==> config.mk <==
export PLATFORM = sky130hd
export DESIGN_NAME = hmac_stream_packer_flat
export DESIGN_NICKNAME = d
export VERILOG_FILES = /design/src/rtl/hmac_stream_packer_pkg.sv /design/src/rtl/hmac_stream_packer_if.sv /design/src/rtl/hmac_stream_packer_word_packer.sv /design/src/rtl/hmac_stream_packer.sv /design/src/flat_wrapper.sv
export SDC_FILE = /design/constraint.sdc
export NUM_CORES = 2
export LEC_CHECK = 0
export BUFFER_PORTS_ARGS = -buffer_cell sky130_fd_sc_hd__buf_2
export CAP_MARGIN = 20
export CORE_AREA = 3 3 618 620
export CTS_CLUSTER_SIZE = 20
export DETAILED_ROUTE_END_ITERATION = 10
export DIE_AREA = 0 0 621 623
export PLACE_DENSITY = 0.3
export SYNTH_ARGS = -nofsm -noshare
export SYNTH_HDL_FRONTEND = slang
export SYNTH_SLANG_ARGS = --single-unit
==> constraint.sdc <==
create_clock -name clk -period 64.7 [get_ports clk]
set_clock_uncertainty 0.15 [all_clocks]
set_input_delay 9.705 -clock clk [delete_from_list [all_inputs] [get_ports clk]]
set_output_delay 9.705 -clock clk [all_outputs]
set_load 0.005 [all_outputs]
==> src/rtl/hmac_stream_packer_pkg.sv <==
// Shared sizes and FSM state encoding for the HMAC stream packer.
package hmac_pkg;

  localparam int KEY_BITS   = 512;
  localparam int HASH_BITS  = 256;
  localparam int WORD_BYTES = 4;

  typedef enum logic [2:0] {
    IDLE,
    START,
    WAIT_READY,
    PACK,
    FLUSH,
    FINAL,
    WAIT_HASH
  } state_t;

endpackage

==> src/rtl/hmac_stream_packer_if.sv <==
// Byte stream, key load, HMAC core control/status and tag result bundle.
interface hmac_stream_packer_if #(
  parameter int LEN_WIDTH = 16
);

  logic                                in_valid;
  logic [7:0]                          in_data;
  logic                                in_last;
  logic                                in_ready;
  logic [hmac_pkg::KEY_BITS-1:0]       key_in;
  logic                                key_load;
  logic                                hmac_start;
  logic                                hmac_key_update;
  logic                                hmac_update;
  logic                                hmac_finalize;
  logic [hmac_pkg::KEY_BITS-1:0]       hmac_key;
  logic [8*hmac_pkg::WORD_BYTES-1:0]   hmac_data;
  logic [2:0]                          hmac_bytes_valid;
  logic                                hmac_ready;
  logic                                hmac_hash_valid;
  logic [hmac_pkg::HASH_BITS-1:0]      hmac_hash;
  logic                                tag_valid;
  logic [hmac_pkg::HASH_BITS-1:0]      tag;
  logic [LEN_WIDTH-1:0]                tag_len;
  logic                                len_overflow;

  // The master side is the message source plus the HMAC core.
  modport master (
    output in_valid, in_data, in_last, key_in, key_load,
    output hmac_ready, hmac_hash_valid, hmac_hash,
    input  in_ready, hmac_start, hmac_key_update, hmac_update, hmac_finalize,
    input  hmac_key, hmac_data, hmac_bytes_valid,
    input  tag_valid, tag, tag_len, len_overflow
  );

  modport slave (
    input  in_valid, in_data, in_last, key_in, key_load,
    input  hmac_ready, hmac_hash_valid, hmac_hash,
    output in_ready, hmac_start, hmac_key_update, hmac_update, hmac_finalize,
    output hmac_key, hmac_data, hmac_bytes_valid,
    output tag_valid, tag, tag_len, len_overflow
  );

endinterface

==> src/rtl/hmac_stream_packer_word_packer.sv <==
// Packs accepted bytes big-endian into core words and emits one update
// pulse per full word, or per partial word when the message ends.
module hmac_word_packer
  import hmac_pkg::*;
(
  input  logic                      clk,
  input  logic                      rst,
  input  logic                      i_clear,
  input  logic                      i_accept,
  input  logic [7:0]                i_byte,
  input  logic                      i_last,
  output logic                      o_update,
  output logic [8*WORD_BYTES-1:0]   o_data,
  output logic [2:0]                o_bytesValid
);

  logic [8*WORD_BYTES-1:0] r_acc;
  logic [8*WORD_BYTES-1:0] r_data;
  logic [1:0]              r_cnt;
  logic                    r_update;
  logic [2:0]              r_bv;
  logic [8*WORD_BYTES-1:0] w_merged;
  logic                    w_wordDone;

  // New byte lands in the slot after the ones already held; slots past the
  // end of a short final word stay zero because r_acc starts cleared.
  always_comb begin
    w_merged   = r_acc | ({i_byte, {(8*WORD_BYTES-8){1'b0}}} >> {r_cnt, 3'b000});
    w_wordDone = i_last || (r_cnt == 2'd3);
  end

  always_ff @(posedge clk or posedge rst) begin
    if (rst) begin
      r_acc    <= '0;
      r_cnt    <= '0;
      r_update <= 1'b0;
      r_data   <= '0;
      r_bv     <= '0;
    end else begin
      r_update <= 1'b0;
      r_data   <= '0;
      r_bv     <= '0;
      if (i_clear) begin
        r_acc <= '0;
        r_cnt <= '0;
      end else if (i_accept) begin
        if (w_wordDone) begin
          r_update <= 1'b1;
          r_data   <= w_merged;
          r_bv     <= {1'b0, r_cnt} + 3'd1;
          r_acc    <= '0;
          r_cnt    <= '0;
        end else begin
          r_acc <= w_merged;
          r_cnt <= r_cnt + 2'd1;
        end
      end
    end
  end

  assign o_update     = r_update;
  assign o_data       = r_data;
  assign o_bytesValid = r_bv;

endmodule

==> src/rtl/hmac_stream_packer.sv <==
// Streams message bytes into an HMAC core: sequences start/update/finalize,
// manages the pending key and captures the resulting tag.
module hmac_stream_packer
  import hmac_pkg::*;
#(
  parameter int LEN_WIDTH = 16
) (
  input logic                 clk,
  input logic                 rst,
  hmac_stream_packer_if.slave bus
);

  state_t                  r_state;
  logic [KEY_BITS-1:0]     r_pendingKey;
  logic [KEY_BITS-1:0]     r_hmacKey;
  logic                    r_keyDirty;
  logic                    r_keyUpdate;
  logic                    r_inReady;
  logic                    r_start;
  logic                    r_finalize;
  logic                    r_tagValid;
  logic                    r_lenOverflow;
  logic [HASH_BITS-1:0]    r_tag;
  logic [LEN_WIDTH-1:0]    r_len;
  logic [LEN_WIDTH-1:0]    r_tagLen;
  logic                    w_accept;
  logic                    w_goStart;
  logic                    w_dirtyNext;
  logic [KEY_BITS-1:0]     w_keyNext;
  logic                    w_update;
  logic [8*WORD_BYTES-1:0] w_data;
  logic [2:0]              w_bv;

  // A key strobe in the same cycle that launches START is folded straight in.
  always_comb begin
    w_accept    = r_inReady && bus.in_valid;
    w_goStart   = (r_state == IDLE) && bus.in_valid;
    w_keyNext   = bus.key_load ? bus.key_in : r_pendingKey;
    w_dirtyNext = bus.key_load || r_keyDirty;
  end

  always_ff @(posedge clk or posedge rst) begin
    if (rst) begin
      r_pendingKey <= '0;
      r_hmacKey    <= '0;
      r_keyDirty   <= 1'b1;
      r_keyUpdate  <= 1'b0;
    end else begin
      r_pendingKey <= w_keyNext;
      r_keyUpdate  <= w_goStart && w_dirtyNext;
      if (w_goStart) begin
        r_hmacKey  <= w_keyNext;
        r_keyDirty <= 1'b0;
      end else begin
        r_keyDirty <= w_dirtyNext;
      end
    end
  end

  always_ff @(posedge clk or posedge rst) begin
    if (rst) begin
      r_state       <= IDLE;
      r_inReady     <= 1'b0;
      r_start       <= 1'b0;
      r_finalize    <= 1'b0;
      r_tagValid    <= 1'b0;
      r_tag         <= '0;
      r_tagLen      <= '0;
      r_len         <= '0;
      r_lenOverflow <= 1'b0;
    end else begin
      r_start    <= 1'b0;
      r_finalize <= 1'b0;
      r_tagValid <= 1'b0;
      if (w_accept) begin
        if (r_len == '1) r_lenOverflow <= 1'b1;
        else             r_len         <= r_len + LEN_WIDTH'(1);
      end
      case (r_state)
        IDLE: begin
          if (bus.in_valid) begin
            r_state       <= START;
            r_start       <= 1'b1;
            r_len         <= '0;
            r_lenOverflow <= 1'b0;
          end
        end
        START: r_state <= WAIT_READY;
        WAIT_READY: begin
          if (bus.hmac_ready) begin
            r_state   <= PACK;
            r_inReady <= 1'b1;
          end
        end
        // The packer issues the closing update during FLUSH; finalize follows it.
        PACK: begin
          if (w_accept && bus.in_last) begin
            r_state   <= FLUSH;
            r_inReady <= 1'b0;
          end
        end
        FLUSH: begin
          r_state    <= FINAL;
          r_finalize <= 1'b1;
        end
        FINAL: r_state <= WAIT_HASH;
        WAIT_HASH: begin
          if (bus.hmac_hash_valid) begin
            r_state    <= IDLE;
            r_tag      <= bus.hmac_hash;
            r_tagLen   <= r_len;
            r_tagValid <= 1'b1;
          end
        end
        default: r_state <= IDLE;
      endcase
    end
  end

  hmac_word_packer u_packer (
    .clk          (clk),
    .rst          (rst),
    .i_clear      (w_goStart),
    .i_accept     (w_accept),
    .i_byte       (bus.in_data),
    .i_last       (bus.in_last),
    .o_update     (w_update),
    .o_data       (w_data),
    .o_bytesValid (w_bv)
  );

  assign bus.in_ready         = r_inReady;
  assign bus.hmac_start       = r_start;
  assign bus.hmac_key_update  = r_keyUpdate;
  assign bus.hmac_update      = w_update;
  assign bus.hmac_finalize    = r_finalize;
  assign bus.hmac_key         = r_hmacKey;
  assign bus.hmac_data        = w_data;
  assign bus.hmac_bytes_valid = w_bv;
  assign bus.tag_valid        = r_tagValid;
  assign bus.tag              = r_tag;
  assign bus.tag_len          = r_tagLen;
  assign bus.len_overflow     = r_lenOverflow;

endmodule

==> src/flat_wrapper.sv <==
// flat-port wrapper written by rule: the top's interface ports become plain ports
module hmac_stream_packer_flat import hmac_pkg::*;
#(
  parameter int LEN_WIDTH = 16
)
  (clk, rst, bus_in_valid, bus_in_data, bus_in_last, bus_key_in, bus_key_load, bus_hmac_ready, bus_hmac_hash_valid, bus_hmac_hash, bus_in_ready, bus_hmac_start, bus_hmac_key_update, bus_hmac_update, bus_hmac_finalize, bus_hmac_key, bus_hmac_data, bus_hmac_bytes_valid, bus_tag_valid, bus_tag, bus_tag_len, bus_len_overflow);
  hmac_stream_packer_if #(.LEN_WIDTH(LEN_WIDTH)) bus_i ();
  input logic clk;
  input logic rst;
  input wire logic [$bits(bus_i.in_valid)-1:0] bus_in_valid;
  input wire logic [$bits(bus_i.in_data)-1:0] bus_in_data;
  input wire logic [$bits(bus_i.in_last)-1:0] bus_in_last;
  input wire logic [$bits(bus_i.key_in)-1:0] bus_key_in;
  input wire logic [$bits(bus_i.key_load)-1:0] bus_key_load;
  input wire logic [$bits(bus_i.hmac_ready)-1:0] bus_hmac_ready;
  input wire logic [$bits(bus_i.hmac_hash_valid)-1:0] bus_hmac_hash_valid;
  input wire logic [$bits(bus_i.hmac_hash)-1:0] bus_hmac_hash;
  output wire logic [$bits(bus_i.in_ready)-1:0] bus_in_ready;
  output wire logic [$bits(bus_i.hmac_start)-1:0] bus_hmac_start;
  output wire logic [$bits(bus_i.hmac_key_update)-1:0] bus_hmac_key_update;
  output wire logic [$bits(bus_i.hmac_update)-1:0] bus_hmac_update;
  output wire logic [$bits(bus_i.hmac_finalize)-1:0] bus_hmac_finalize;
  output wire logic [$bits(bus_i.hmac_key)-1:0] bus_hmac_key;
  output wire logic [$bits(bus_i.hmac_data)-1:0] bus_hmac_data;
  output wire logic [$bits(bus_i.hmac_bytes_valid)-1:0] bus_hmac_bytes_valid;
  output wire logic [$bits(bus_i.tag_valid)-1:0] bus_tag_valid;
  output wire logic [$bits(bus_i.tag)-1:0] bus_tag;
  output wire logic [$bits(bus_i.tag_len)-1:0] bus_tag_len;
  output wire logic [$bits(bus_i.len_overflow)-1:0] bus_len_overflow;
  assign bus_i.in_valid = bus_in_valid;
  assign bus_i.in_data = bus_in_data;
  assign bus_i.in_last = bus_in_last;
  assign bus_i.key_in = bus_key_in;
  assign bus_i.key_load = bus_key_load;
  assign bus_i.hmac_ready = bus_hmac_ready;
  assign bus_i.hmac_hash_valid = bus_hmac_hash_valid;
  assign bus_i.hmac_hash = bus_hmac_hash;
  assign bus_in_ready = bus_i.in_ready;
  assign bus_hmac_start = bus_i.hmac_start;
  assign bus_hmac_key_update = bus_i.hmac_key_update;
  assign bus_hmac_update = bus_i.hmac_update;
  assign bus_hmac_finalize = bus_i.hmac_finalize;
  assign bus_hmac_key = bus_i.hmac_key;
  assign bus_hmac_data = bus_i.hmac_data;
  assign bus_hmac_bytes_valid = bus_i.hmac_bytes_valid;
  assign bus_tag_valid = bus_i.tag_valid;
  assign bus_tag = bus_i.tag;
  assign bus_tag_len = bus_i.tag_len;
  assign bus_len_overflow = bus_i.len_overflow;
  hmac_stream_packer #(.LEN_WIDTH(LEN_WIDTH)) u_core (.clk(clk), .rst(rst), .bus(bus_i));
endmodule
==> results by group <==
Clock network
  – CTS Sinks: 1392
  – Worst skew pair latency: 0.86 ns
  – CTS buffer count: 182
  – Post-CTS sizing: 0
  – Worst-path clk slew: 0.06 ns
  – CTS tree: yes
  – Max clock buf depth: 4
  – # hold bufs at CTS: 0
  – Post-CTS setup buffer count: 0
  – H-tree depth: 4
  – Clock root cell: clkbuf_16

Timing
  – Minimum clock period: 14.82 ns
  – Max-slew headroom: 0.290
  – Fmax: 0.0675 GHz
  – Final setup fails: 0
  – Slew @ Worst Pin: 1.06 ns
  – RSZ-0062 raised after global routing: no
  – Setup total negative slack: 0 ns
  – Count of final hold-check violations: 0
  – Max-slew violation count: 0
  – Final worst path period share: 0.229

GRT
  – Initial antenna violation count: 253
  – GR peak layer: met2
  – Vias in the first global route: 43000
  – Overall Global Routing Usage: 0.144
  – Met3 Usage GRT: 0.0473
  – First-pass GRT wire length: 390000 um
  – Largest net degree at the start of global routing: 155
  – Met2 Resource Use GR: 0.254
  – Met1 Use GR: 0.162
  – Total gr overflow: 0

Synthesis
  – Post-synth EDFFs: 0
  – Most instantiated cells after synthesis: nand2_1 (2355), dfrtp_1 (1391), mux2_2 (513)
  – Mux contribution to synthesized area: 0.111
  – Mapped cell area: 52000 sq um
  – Post-Synth Adder-Cell Area: 0.000722
  – Synth area leaders: dfrtp_1 (67%), nand2_1 (17%), mux2_2 (11%), clkbuf_1 (1.2%), buf_2 (0.69%)
  – Distinct cell type count after synthesis: 51
  – Top FF cell, synth: dfrtp_1
  – Syn_area_per_cell: 10.9 sq um
  – Synth Area in Compound Gates: 0.0143
  – Post-Synth Simple-Gate Area: 0.182
  – Synth warn: 0
  – Xor-xnor portion of the synthesized cell area: 0.000169
  – Yosys top cell area share: 0.670
  – Sequential fraction of the synthesis area: 0.670
  – Area leader, netlist: dfrtp_1
  – Synthesized instance count: 4755
  – Asr flop ratio synth: 1.00
  – Count leader, synth: nand2_1
  – Syn_nets: 5541
  – Yosys reg bits: 1392
  – Largest family of logic cells by synthesized area: simple AND/OR/NAND/NOR gates

Worst setup path
  – WP data arrival: 15.51 ns
  – Worst Path Max Fanout: 104
  – Crit Path Class: in -> async
  – Critical Path Start: rst
  – CP endpoint kind: async pin
  – Setup crit start kind: primary input
  – Reg-to-reg startpoint: u_core.r_state[1]
  – Worst Path Required: 65.39 ns

Power and ir drop
  – VDD IR max: 0.0000198 V
  – Leak: 36.5 nW
  – Power Dens Cells: 44.9 nW/um^2

Layout
  – Synthesis-to-layout area growth: 38.2%
  – Fin nets: 7128
  – Layout fillers: 42000
  – Fin cells: 11500
  – Ratio of cells with drive above 1 in the final layout: 0.382

Detailed routing
  – Final WL: 287000 um
  – ANT nets after route: 0
  – Post-route DRC: 0
  – Drt first pass iters: 5
  – Total number of vias: 41300
  – DR WL/cell: 24.9 um
  – DR vias/cell: 3.59
  – Initial DRC count: 2549

Placed design
  – Port bufs: 1608
  – Hpwl dp: 224000 um
  – Placed Cells: 11200
  – Final GP Congestion: 0.941

Min path
  – Worst hold path type: reg -> reg
  – HP Start: u_core.bus.hmac_key[440]

Die
  – Core Rows: 225
  – Die Width: 621 um
  – Starting Density: 0.138
  – Core Footprint: 376000 sq um
  – Die height: 623 um
  – IO Pins: 1609
  – Die ar.: 387000 sq um

Run status
  – Status: completed

Run
  – MaxCap Viol Count: 0
## per-layer routing
metal	routed length, um	up-vias	share of wire
met1	110000	20600	0.38
met3	21600	689	0.075
met2	144000	1585	0.50
met5	598	-	0.0021
li1	-	18400	-
met4	10800	94	0.038
## path summary, 6_finish.rpt
kind	cells past startpoint	slack, ns	to
max in group clk	9	50.40	u_core.bus.hmac_key[183]
min in group asynchronous	2	8.90	u_core.u_packer.o_data[0]
setup / recovery	9	49.88	u_core.bus.hmac_key[389]
hold reg to reg	2	0.32	u_core.bus.hmac_key[440]
setup reg to reg	8	60.81	u_core.bus.hmac_key[436]
hold / removal	2	0.32	u_core.bus.hmac_key[440]
## through the flow
stage	setup WS (ns)	hold WS [ns]	utilization	cell area [sq um]	total power, mW
2_1_floorplan	15.60	0.313	-	52000	1.62
3_3_place_gp	48.77	0.304	0.175	65700	2.24
3_5_place_dp	48.64	0.307	0.175	65700	2.24
4_1_cts	49.65	0.320	0.191	71700	3.31
5_1_grt	49.02	0.336	0.191	71700	3.43
6_report	49.88	0.315	0.191	71800	3.23
## kinds of logic (layout without fill, tap and decap cells)
logic type,after synthesis,in the layout
and+or+nand+nor,2467,2467
DFF,1392,1392
muxes,514,514
buffers and inverters,270,1991
AOI/OAI and AO/OA,108,108
adders and majority gates,3,3
xor gates and xnor gates,1,1
other,0,45
## critical path, cell delays in order
cell and delay [ns]:
buf_2 0.13, inv_8 0.56, buf_4 0.67, buf_4 0.49, buf_4 0.51, buf_4 0.77, buf_4 0.77, buf_4 0.71
buf_4 0.85
## where the power goes
| part | switching, mW | internal (mW) |
|---|---|---|
| combinational | 0.569 | 0.310 |
| clock | 0.422 | 0.608 |
| sequential | 0.177 | 1.14 |
## cell usage in the layout, fill, tap and decap left out, types with 7 or more instances in the layout
master     synthesis  final
a21oi_1           48     48
a22o_1            24     24
buf_2             72   1607
buf_4              0     48
bufinv_16          0     11
clkbuf_1         169     41
clkbuf_16          0    182
clkbuf_8           0     39
clkinv_2           0     27
dfrtp_1         1391   1391
diode_2            0     45
inv_1              9      8
mux2_2           513    513
nand2_1         2355   2355
nand4_1           11     11
nor2_1            53     53
nor4_1             7      7
o21ai_0           14     14
## registers in the layout (all words and copies together) (netlist names), named ones only
name / cells
u_core.u_packer.o_bytesValid: 3
u_core.u_packer.o_update: 1
u_core.bus.hmac_start: 1
u_core.bus.hmac_key: 512
u_core.r_len: 2
u_core.u_packer.r_acc: 32
u_core.bus.tag_len: 16
u_core.bus.tag_valid: 1
u_core.bus.in_ready: 1
u_core.r_keyDirty: 1
u_core.u_packer.r_cnt: 2
u_core.r_pendingKey: 512
u_core.bus.hmac_key_update: 1
u_core.bus.len_overflow: 1
u_core.bus.tag: 256
u_core.bus.hmac_finalize: 1
u_core.u_packer.o_data: 32
u_core.r_state: 3
## area by class of cell
cell class | count | area (sq um) | share of cell area
timing repair buffer | 1662 | 8530 | 0.119
antenna | 45 | 113 | 0.00157
clock inverter | 56 | 724 | 0.0101
multi-input combinational | 3093 | 16000 | 0.223
tap | 4994 | 6250 | 0.0870
sequential | 1392 | 34800 | 0.485
inverter | 11 | 63.8 | 0.000889
clock buffer | 262 | 5250 | 0.0731
Power figures use the tool's default switching activity.
